==> config.mk <==
export PLATFORM = sky130hd
export DESIGN_NAME = receipt_generator_flat
export DESIGN_NICKNAME = d
export VERILOG_FILES = /design/src/rtl/receipt_generator_if.sv /design/src/rtl/receipt_generator.sv /design/src/flat_wrapper.sv
export SDC_FILE = /design/constraint.sdc
export NUM_CORES = 1
export LEC_CHECK = 0
export ABC_AREA = 1
export BUFFER_PORTS_ARGS = -buffer_cell sky130_fd_sc_hd__buf_2
export CELL_PAD_IN_SITES_DETAIL_PLACEMENT = 0
export CELL_PAD_IN_SITES_GLOBAL_PLACEMENT = 2
export CORE_ASPECT_RATIO = 0.6
export CORE_UTILIZATION = 41
export CTS_CLUSTER_DIAMETER = 50
export DETAILED_ROUTE_END_ITERATION = 6
export PLACE_DENSITY = 0.87
export SYNTH_ARGS = -nofsm -noshare
export SYNTH_HDL_FRONTEND = slang
export SYNTH_SLANG_ARGS = --single-unit
==> constraint.sdc <==
create_clock -name clk -period 20.1 [get_ports clk]
set_input_delay 2.01 -clock clk [delete_from_list [all_inputs] [get_ports clk]]
set_output_delay 2.01 -clock clk [all_outputs]
set_load 0.01 [all_outputs]
==> src/rtl/receipt_generator_if.sv <==
// Receipt generator handshake bundle.
// Retire side:  instr_valid/instr_ready with opcode and operand.
// Receipt side: rcpt_valid/rcpt_ready with the head receipt fields
//               {pre_mu, post_mu, opcode, operand, seq}.
// master = retire stage + receipt consumer (testbench/system side)
// slave  = receipt_generator
interface receipt_generator_if #(
    parameter int SEQ_WIDTH = 16
);
    logic                 instr_valid;
    logic                 instr_ready;
    logic [7:0]           instr_opcode;
    logic [31:0]          instr_operand;
    logic                 rcpt_valid;
    logic                 rcpt_ready;
    logic [31:0]          rcpt_pre_mu;
    logic [31:0]          rcpt_post_mu;
    logic [7:0]           rcpt_opcode;
    logic [31:0]          rcpt_operand;
    logic [SEQ_WIDTH-1:0] rcpt_seq;

    modport master (
        output instr_valid, instr_opcode, instr_operand, rcpt_ready,
        input  instr_ready, rcpt_valid, rcpt_pre_mu, rcpt_post_mu,
               rcpt_opcode, rcpt_operand, rcpt_seq
    );

    modport slave (
        input  instr_valid, instr_opcode, instr_operand, rcpt_ready,
        output instr_ready, rcpt_valid, rcpt_pre_mu, rcpt_post_mu,
               rcpt_opcode, rcpt_operand, rcpt_seq
    );
endinterface

==> src/rtl/receipt_generator.sv <==
// Receipt generator: turns retired instructions into chained mu-receipts
// (post_mu = pre_mu + cost, pre of each receipt = post of the previous one)
// and queues them in a show-ahead FIFO so downstream backpressure stalls
// retirement.
// Ports:
//   clk, rst          clock, asynchronous active-high reset
//   mu_init_valid/
//   mu_init_value     load starting mu and (re)start generation
//   bus (slave)       instruction in / receipt out handshakes
//   running_mu        accumulated mu
//   state             0=IDLE 1=RUN 2=HALTED 3=FAULT
//   fault_code        0=none 3=unknown opcode 4=mu overflow (sticky)
//   fifo_count        occupied receipt FIFO entries
//
// state   | meaning
// --------+---------------------------------------------------------
// IDLE    | after reset, waiting for mu_init
// RUN     | accepting instructions while the FIFO has room
// HALTED  | HALT receipt issued; queue drains, waiting for mu_init
// FAULT   | unknown opcode or overflow; queue drains, waiting for mu_init
module receipt_generator #(
    parameter int FIFO_DEPTH = 4,
    parameter int SEQ_WIDTH  = 16,
    localparam int CNT_W     = $clog2(FIFO_DEPTH) + 1
) (
    input  logic                   clk,
    input  logic                   rst,
    input  logic                   mu_init_valid,
    input  logic [31:0]            mu_init_value,
    receipt_generator_if.slave     bus,
    output logic [31:0]            running_mu,
    output logic [1:0]             state,
    output logic [31:0]            fault_code,
    output logic [CNT_W-1:0]       fifo_count
);
    localparam int               PTR_W   = $clog2(FIFO_DEPTH);
    localparam logic [CNT_W-1:0] DEPTH_C = CNT_W'(FIFO_DEPTH);

    typedef enum logic [1:0] {
        S_IDLE   = 2'd0,
        S_RUN    = 2'd1,
        S_HALTED = 2'd2,
        S_FAULT  = 2'd3
    } state_t;

    typedef struct packed {
        logic [31:0]          pre_mu;
        logic [31:0]          post_mu;
        logic [7:0]           opcode;
        logic [31:0]          operand;
        logic [SEQ_WIDTH-1:0] seq;
    } rcpt_t;

    state_t               state_q, state_d;
    logic [31:0]          mu_q;
    logic [31:0]          fault_q;
    logic [SEQ_WIDTH-1:0] seq_q;
    logic [CNT_W-1:0]     count_q;
    logic [PTR_W-1:0]     wr_ptr, rd_ptr;
    rcpt_t                mem [FIFO_DEPTH];
    rcpt_t                head;

    logic        op_arith, op_halt, op_known;
    logic [31:0] cost;
    logic [32:0] sum;
    logic        accept, overflow, push, pop, init_ok;

    // Cost decode: 0x00-0x10 cost the operand, HALT costs nothing.
    always_comb begin
        op_arith = (bus.instr_opcode <= 8'h10);
        op_halt  = (bus.instr_opcode == 8'hFF);
        op_known = op_arith || op_halt;
        cost     = op_arith ? bus.instr_operand : 32'd0;
        sum      = {1'b0, mu_q} + {1'b0, cost};
    end

    // State register
    always_ff @(posedge clk or posedge rst) begin
        if (rst) state_q <= S_IDLE;
        else     state_q <= state_d;
    end

    // Next-state logic
    always_comb begin
        state_d = state_q;
        case (state_q)
            S_RUN: begin
                if (accept) begin
                    if (!op_known || overflow) state_d = S_FAULT;
                    else if (op_halt)          state_d = S_HALTED;
                end
            end
            default: begin
                if (init_ok) state_d = S_RUN;
            end
        endcase
    end

    // Output / control logic. instr_ready looks only at the registered
    // count, so a pop in the same cycle never frees a slot early.
    always_comb begin
        bus.instr_ready = (state_q == S_RUN) && (count_q < DEPTH_C);
        accept          = bus.instr_valid && bus.instr_ready;
        overflow        = sum[32];
        push            = accept && op_known && !overflow;
        pop             = (count_q != '0) && bus.rcpt_ready;
        init_ok         = mu_init_valid && (state_q != S_RUN) && (count_q == '0);
    end

    // Accumulator, sequence, fault and FIFO bookkeeping
    always_ff @(posedge clk or posedge rst) begin
        if (rst) begin
            mu_q    <= '0;
            fault_q <= '0;
            seq_q   <= '0;
            count_q <= '0;
            wr_ptr  <= '0;
            rd_ptr  <= '0;
        end else begin
            if (init_ok) begin
                mu_q    <= mu_init_value;
                seq_q   <= '0;
                fault_q <= '0;
            end else if (accept) begin
                if (!op_known) begin
                    fault_q <= 32'd3;
                end else if (overflow) begin
                    fault_q <= 32'd4;
                end else begin
                    mu_q  <= sum[31:0];
                    seq_q <= seq_q + SEQ_WIDTH'(1);
                end
            end
            if (push) wr_ptr <= wr_ptr + PTR_W'(1);
            if (pop)  rd_ptr <= rd_ptr + PTR_W'(1);
            case ({push, pop})
                2'b10:   count_q <= count_q + CNT_W'(1);
                2'b01:   count_q <= count_q - CNT_W'(1);
                default: count_q <= count_q;
            endcase
        end
    end

    // Storage needs no reset: the read side is gated by the count.
    always_ff @(posedge clk) begin
        if (push) begin
            mem[wr_ptr] <= '{pre_mu:  mu_q,
                             post_mu: sum[31:0],
                             opcode:  bus.instr_opcode,
                             operand: bus.instr_operand,
                             seq:     seq_q};
        end
    end

    always_comb begin
        head              = mem[rd_ptr];
        bus.rcpt_valid    = (count_q != '0);
        bus.rcpt_pre_mu   = bus.rcpt_valid ? head.pre_mu  : '0;
        bus.rcpt_post_mu  = bus.rcpt_valid ? head.post_mu : '0;
        bus.rcpt_opcode   = bus.rcpt_valid ? head.opcode  : '0;
        bus.rcpt_operand  = bus.rcpt_valid ? head.operand : '0;
        bus.rcpt_seq      = bus.rcpt_valid ? head.seq     : '0;
    end

    assign running_mu = mu_q;
    assign state      = state_q;
    assign fault_code = fault_q;
    assign fifo_count = count_q;
endmodule

==> src/flat_wrapper.sv <==
// flat-port wrapper written by rule: the top's interface ports become plain ports
module receipt_generator_flat 
#(
    parameter int FIFO_DEPTH = 4,
    parameter int SEQ_WIDTH  = 16,
    localparam int CNT_W     = $clog2(FIFO_DEPTH) + 1
)
  (clk, rst, mu_init_valid, mu_init_value, running_mu, state, fault_code, fifo_count, bus_instr_valid, bus_instr_opcode, bus_instr_operand, bus_rcpt_ready, bus_instr_ready, bus_rcpt_valid, bus_rcpt_pre_mu, bus_rcpt_post_mu, bus_rcpt_opcode, bus_rcpt_operand, bus_rcpt_seq);
  receipt_generator_if #(.SEQ_WIDTH(SEQ_WIDTH)) bus_i ();
  input  logic clk;
  input  logic rst;
  input  logic mu_init_valid;
  input  logic [31:0] mu_init_value;
  output logic [31:0] running_mu;
  output logic [1:0] state;
  output logic [31:0] fault_code;
  output logic [CNT_W-1:0] fifo_count;
  input wire logic [$bits(bus_i.instr_valid)-1:0] bus_instr_valid;
  input wire logic [$bits(bus_i.instr_opcode)-1:0] bus_instr_opcode;
  input wire logic [$bits(bus_i.instr_operand)-1:0] bus_instr_operand;
  input wire logic [$bits(bus_i.rcpt_ready)-1:0] bus_rcpt_ready;
  output wire logic [$bits(bus_i.instr_ready)-1:0] bus_instr_ready;
  output wire logic [$bits(bus_i.rcpt_valid)-1:0] bus_rcpt_valid;
  output wire logic [$bits(bus_i.rcpt_pre_mu)-1:0] bus_rcpt_pre_mu;
  output wire logic [$bits(bus_i.rcpt_post_mu)-1:0] bus_rcpt_post_mu;
  output wire logic [$bits(bus_i.rcpt_opcode)-1:0] bus_rcpt_opcode;
  output wire logic [$bits(bus_i.rcpt_operand)-1:0] bus_rcpt_operand;
  output wire logic [$bits(bus_i.rcpt_seq)-1:0] bus_rcpt_seq;
  assign bus_i.instr_valid = bus_instr_valid;
  assign bus_i.instr_opcode = bus_instr_opcode;
  assign bus_i.instr_operand = bus_instr_operand;
  assign bus_i.rcpt_ready = bus_rcpt_ready;
  assign bus_instr_ready = bus_i.instr_ready;
  assign bus_rcpt_valid = bus_i.rcpt_valid;
  assign bus_rcpt_pre_mu = bus_i.rcpt_pre_mu;
  assign bus_rcpt_post_mu = bus_i.rcpt_post_mu;
  assign bus_rcpt_opcode = bus_i.rcpt_opcode;
  assign bus_rcpt_operand = bus_i.rcpt_operand;
  assign bus_rcpt_seq = bus_i.rcpt_seq;
  receipt_generator #(.FIFO_DEPTH(FIFO_DEPTH), .SEQ_WIDTH(SEQ_WIDTH)) u_core (.clk(clk), .rst(rst), .mu_init_valid(mu_init_valid), .mu_init_value(mu_init_value), .bus(bus_i), .running_mu(running_mu), .state(state), .fault_code(fault_code), .fifo_count(fifo_count));
endmodule
==> results of run 1 <==
## Yosys cell counts, types with 12 or more instances
cell type  count  area, sq um
nand3_1       87          435
nor2_1       572         2150
o21ai_0      252         1260
ha_1          38          475
edfxtp_1     480        14400
xor2_1        17          149
nor3_1        12         60.1
a21oi_1      143          716
dfrtp_1       59         1480
and2_1        12         75.1
nand2_1      404         1520
buf_4         32          240
clkbuf_1      94          353
inv_1        169          634
## layout make-up
cell class | instances | area [sq um]
clock buffer | 72 | 1420
clock inverter | 25 | 299
fill | 5330 | 30200
inverter | 174 | 663
multi-input combinational | 1616 | 7370
sequential | 539 | 15900
tap | 770 | 963
timing repair buffer | 259 | 1350
## metal layers
layer	part of all wire, %	global-route usage [%]
met1	49	35.0
met4	1.5	4.91
met3	6.7	4.58
met5	0	0
met2	43	32.8
## state kept, by name, summed over array words and instances (netlist names)
| register | count |
|---|---|
| u_core.state | 2 |
| u_core.running_mu | 32 |
| u_core.mem | 480 |
| u_core.rd_ptr | 2 |
| u_core.seq_q | 16 |
| u_core.wr_ptr | 2 |
| u_core.fault_code | 2 |
| u_core.fifo_count | 3 |
## power groups by stage
stage	combinational [W]	sequential (W)	clock, W
5_1_grt	0.00158	0.00151	0.00104
4_1_cts	0.00144	0.00150	0.00100
3_5_place_dp	0.00143	0.00152	0
3_3_place_gp	0.00141	0.00152	0
2_1_floorplan	0.000882	0.00145	0
6_report	0.00142	0.00149	0.000980
## worst min-delay path, delay by kind of cell, from the launching register on
family	cells	cell delay, ns
DFF	1	0.34
AOI/OAI and AO/OA	1	0.06
and+or+nand+nor	1	0.05
## cells by family after synthesis
kind of cell    Yosys count
simple gates           1126
compound gates          400
other cells               1
fa+ha+maj                40
buf+inv                 315
xor+xnor                 21
flops                   539
## through the flow
step	utilization [%]	instances	total power, W	setup slack (ns)
2_1_floorplan	-	2470	0.00233	10.63
5_1_grt	48.0	3455	0.00413	13.75
6_report	48.0	3455	0.00390	14.05
3_5_place_dp	45.1	3358	0.00295	13.85
3_3_place_gp	45.1	3358	0.00293	13.97
4_1_cts	48.0	3455	0.00393	14.01
## worst paths after layout
path	startpoint	end	slack [ns]	depth (start not counted)
hold reg to reg	u_core.fault_code[2]	u_core.fault_code[2]	0.48	2
setup reg to reg	u_core.running_mu[0]	u_core.mem[2][35]	16.12	13
setup / recovery	u_core.rd_ptr[0]	bus_rcpt_post_mu[16]	14.05	5
hold / removal	u_core.fault_code[2]	u_core.fault_code[2]	0.48	2
max in group asynchronous	rst	u_core.rd_ptr[0]	17.72	3
min in group asynchronous	rst	u_core.seq_q[7]	1.69	3
## cells in the final DEF, fill, tap and decap left out, types with 3 or more instances in the layout
cell	count
o21ai_0	252
ha_1	38
buf_4	21
edfxtp_1	480
inv_1	167
nor3_1	12
nor2_1	568
nand4_1	11
a21oi_1	143
nor2_4	4
clkinv_2	8
nand2_2	4
and2_1	12
inv_2	4
nand3b_1	5
o21bai_1	3
nand3_1	87
nor4_1	4
buf_2	238
conb_1	29
clkbuf_16	52
bufinv_16	5
clkbuf_1	16
dfrtp_1	57
xor2_1	17
clkbuf_8	4
clkinv_1	3
nand2_1	404
or2_2	5
xnor2_1	4
clkinvlp_4	4
==> metrics.yaml, run 1 <==
outcome:
  status: "complete, no violations"
clock_network:
  cts_made_buffers: 52
  cts_resized: 0
  path_clk_slew_ns: 0.06
  cts_setup_buffers: 0
  cts_hold_repair.buffers: 0
  worstSkewPairLatency_ns: 0.60
  cts_htree_levels: 2
  cts_tree: "done"
  cts.sinks: 539
  cts-root-buf: "clkbuf_16"
  clockBufferDepth: 3
place:
  gp_congestion: 0.887
  portBuffers: 238
  placed_cell_area_sq_um: 26200
  hpwl_um: 45400
drt:
  vias_per_cell: 5.12
  wl_per_cell_um: 20.0
  drc_errors: 0
  antenna_left: 0
  routed_wl_um: 69300
  num_vias: 17700
  drtIter0Drc: 1466
  drt_pass1_iterations: 5
floorplan:
  start_util_pct: 42.0
  row_count: 68
  ioPinCount: 268
  die_x_um: 317
  core_area_sq_um: 58200
  dieArea_sq_um: 60700
  die_height_um: 191
finish:
  fin_area_sq_um: 28000
  syn_to_final_growth_pct: 14.3
  layout.nets: 2759
  drive_gt1_share_pct: 13.6
  diodes: 0
pwr:
  p_comb_share_pct: 36.5
  cellLeakagePower_nw: 11.3
  switching_share_pct: 39.1
  power_density_nw_per_um2: 139
  pwr-share-clk_pct: 25.2
  intPower_w: 0.00237
  p_switching_w: 0.00152
  share_seq_of_total_power_pct: 38.4
  irDropWorstVdd_mv: 0.0743
critical_path:
  worstPathRequired_ns: 18.09
  crit_arrival_ns: 4.04
  cp_slowest_cell: "dfrtp_4"
  cp_slowest_stage_delay_ns: 0.85
  cp_num_buf_inv: 3
  path_cells: "inv_6, buf_4, o21ai_0, a21oi_1, buf_2"
  crit_type: "reg -> out"
  crit_fanout: 146
  cpLargestDelayFamily: "buffers and inverters"
  cp-start-kind: "register"
  cp-end-kind: "output pin"
sta:
  skew_ns: 0.0207
  setup_violations: 0
  period_share_pct: 30.1
  rsz0062_at_grt: "no"
  fmax_mhz: 165
  whs_ns: 0.485
  slew_viol_final: 0
  max_slew.worst_pin.slew_ns: 1.06
  relSlewSlack_pct: 29.2
  finalCriticalPeriod_ns: 6.05
  hold_violations: 0
  tns_ns: 0
synthesis:
  synth-seq-cells: 539
  synth_ff_type: "edfxtp_1"
  synth_edf_count: 480
  synth_fa_ha_area_share_pct: 2.11
  netlist_area_sq_um: 24500
  ys_seq_area_share_pct: 64.9
  synthArstFlopShare_pct: 10.9
  yosys.area_share.simple_pct: 18.5
  syn_inst: 2442
  synth_xor_area_share_pct: 0.752
  synth-compound-area-share_pct: 8.23
  synthMuxAreaShare_pct: 0
  yosysWarnings: 0
  avgSynthCellArea_sq_um: 10.0
  synth_top_family_by_area: "simple AND/OR/NAND/NOR gates"
  synthDistinctLibCells: 39
global_routing:
  grt_max_degree: 147
  grt_pass1_wl_um: 104000
  grt_pass1_vias: 16600
  grt_antenna_before_repair: 0
  grt-ovfl-total: 0
  grtUsageTotal_pct: 22.7
worst_hold_path:
  min_path_type: "reg -> reg"
run:
  maxCapViolCount: 0
Note: power is estimated with default switching activity, not from simulation.
==> run 2: changes to the inputs <==
Settings changed: CORE_UTILIZATION 41 to 38, PLACE_DENSITY 0.87 to 0.81.
Clock period 20.1 ns to 6.21 ns, I/O delays scaled along.
==> run 2 against run 1 <==
First-iteration DRC count up 0.27%. Via count up 0.61%. Critical path depth up 13. Utilization down 3.5 points. Clock-buffer cell count down 10. Critical path type is now in -> reg.
==> metrics.yaml, run 2 (same netlist as run 1, synthesis figures left out) <==
outcome:
  status: "complete, no violations"
critical_path:
  cp_slowest_cell: "nand2_1"
  setup.worst_path.start: "bus_instr_opcode[3]"
  crit_type: "in -> reg"
  cp-start-kind: "input pin"
  rr_worst_depth: 12
  cp-end-kind: "register"
  worstPathRequired_ns: 6.49
  crit_fanout: 25
  crit_arrival_ns: 4.68
  r2r-end: "u_core.mem[0][85]"
  crit_end: "u_core.mem[0][85]"
  timing.rr.start: "u_core.running_mu[0]"
  cp_common_cell: "nand2_1"
  cp_slowest_stage_delay_ns: 0.64
  r2r_slack_ns: 2.45
  path_cells: "buf_2, nor2_1, nand2_1, nand2_1, nand2_1, buf_4, nor2_1, ha_1, nand2_1, inv_1, a21oi_1, nand2_1, nand2_1, nand2_1, inv_1, nand3_4, nor2_4, buf_4"
clock_network:
  path_clk_slew_ns: 0.07
  cts_resized: 0
  cts-root-buf: "clkbuf_16"
  cts_hold_repair.buffers: 0
  cts.sinks: 539
  worstSkewPairLatency_ns: 0.64
  cts_tree: "done"
  clockBufferDepth: 3
  cts_setup_buffers: 0
  cts_made_buffers: 53
  cts_htree_levels: 2
place:
  gp_congestion: 0.890
  hpwl_um: 48000
  place_inst: 3430
  placed_cell_area_sq_um: 26500
  portBuffers: 238
finish:
  diodes: 0
  final_cell_mix: "nor2_1 (568), edfxtp_1 (480), nand2_1 (404)"
  fin_area_sq_um: 28100
  utilization_pct: 44.6
  drive_gt1_share_pct: 13.8
  top_register: "u_core.mem"
  layout.nets: 2763
  syn_to_final_growth_pct: 15.0
  final-instance-count-excl-fill: 3529
  largest_reg_flops: 480
  final_common_cell: "nor2_1"
  fill_cells: 6022
global_routing:
  grt_max_degree: 146
  grt_antenna_before_repair: 0
  grt-ovfl-total: 0
  grt_pass1_wl_um: 108000
  grt_pass1_vias: 16900
  grtUsageTotal_pct: 22.3
sta:
  setup_violations: 0
  fmax_mhz: 227
  max_slew.worst_pin.slew_ns: 1.00
  period_share_pct: 70.8
  rsz0062_at_grt: "no"
  finalCriticalPeriod_ns: 4.40
  slew_viol_final: 0
  relSlewSlack_pct: 33.4
  hold_violations: 0
  tns_ns: 0
  skew_ns: 0.0275
floorplan:
  die_height_um: 199
  dieArea_sq_um: 65400
  ioPinCount: 268
  row_count: 71
  start_util_pct: 38.7
  die_x_um: 330
  core_area_sq_um: 63200
pwr:
  irDropWorstVdd_mv: 0.281
  cellLeakagePower_nw: 11.4
  power_density_nw_per_um2: 451
drt:
  wl_per_cell_um: 20.8
  drtIter0Drc: 1470
  routed_wl_um: 73200
  vias_per_cell: 5.04
  num_vias: 17800
  drc_errors: 0
  antenna_left: 0
  drt_pass1_iterations: 5
run:
  maxCapViolCount: 0
worst_hold_path:
  min_path_type: "in -> reg"
==> run 2: changes by cell type in the layout (fill, tap and decap cells not counted), sizes merged <==
cell	before	now
buf	259	262
inv	178	181
clkinv	12	24
bufinv	5	2
clkbuf	72	62
==> run 2: worst min-delay path by stage <==
stage	startpoint	cells past startpoint	end
CTS	bus_instr_operand[0]	1	u_core.mem[1][16]
floorplan	u_core.seq_q[4]	0	u_core.mem[0][4]
global route	bus_instr_operand[8]	1	u_core.mem[2][24]
detailed placement	u_core.state[1]	2	u_core.state[1]
global placement	u_core.state[1]	2	u_core.state[1]
finish	bus_instr_operand[8]	1	u_core.mem[2][24]
==> run 2: layer usage <==
layer / wire length, um / up-vias / share of wire [%] / GRT usage (%)
met3: 4230 / 67 / 5.8 / 3.84
li1: - / 8553 / - / -
met5: 0 / - / 0 / 0
met4: 976 / 0 / 1.3 / 4.13
met2: 30000 / 460 / 41 / 31.3
met1: 38000 / 8703 / 52 / 35.8
==> run 2: final cells by class <==
class | count | area (sq um) | share of cell area [%]
inverters | 174 | 663 | 2.36
clock buffers | 62 | 1360 | 4.83
multi-input cells | 1616 | 7370 | 26.2
well taps | 839 | 1050 | 3.73
clock inverters | 37 | 322 | 1.14
repair buffers | 262 | 1480 | 5.27
flip-flops and latches | 539 | 15900 | 56.5
==> run 2: worst max-delay path, delay by kind of cell <==
kind / cells / cell delay [ns]
compound gates: 1 / 0.23
buf+inv: 5 / 1.16
simple gates: 11 / 2.27
fa+ha+maj: 1 / 0.36
==> run 2: power breakdown <==
group,switching [W],leakage [nW],internal [W]
sequential,0.000458,5.13,0.00437
clock,0.00146,0.819,0.00169
combinational,0.00319,5.42,0.00152
==> run 2: stage by stage <==
stage	hold WS (ns)	power [W]	setup slack, ns
2_1_floorplan	0.496	0.00753	-1.87
6_report	0.223	0.0127	1.81
3_3_place_gp	0.528	0.00962	1.30
3_5_place_dp	0.526	0.00967	1.19
5_1_grt	0.196	0.0135	1.51
4_1_cts	0.188	0.0128	1.84
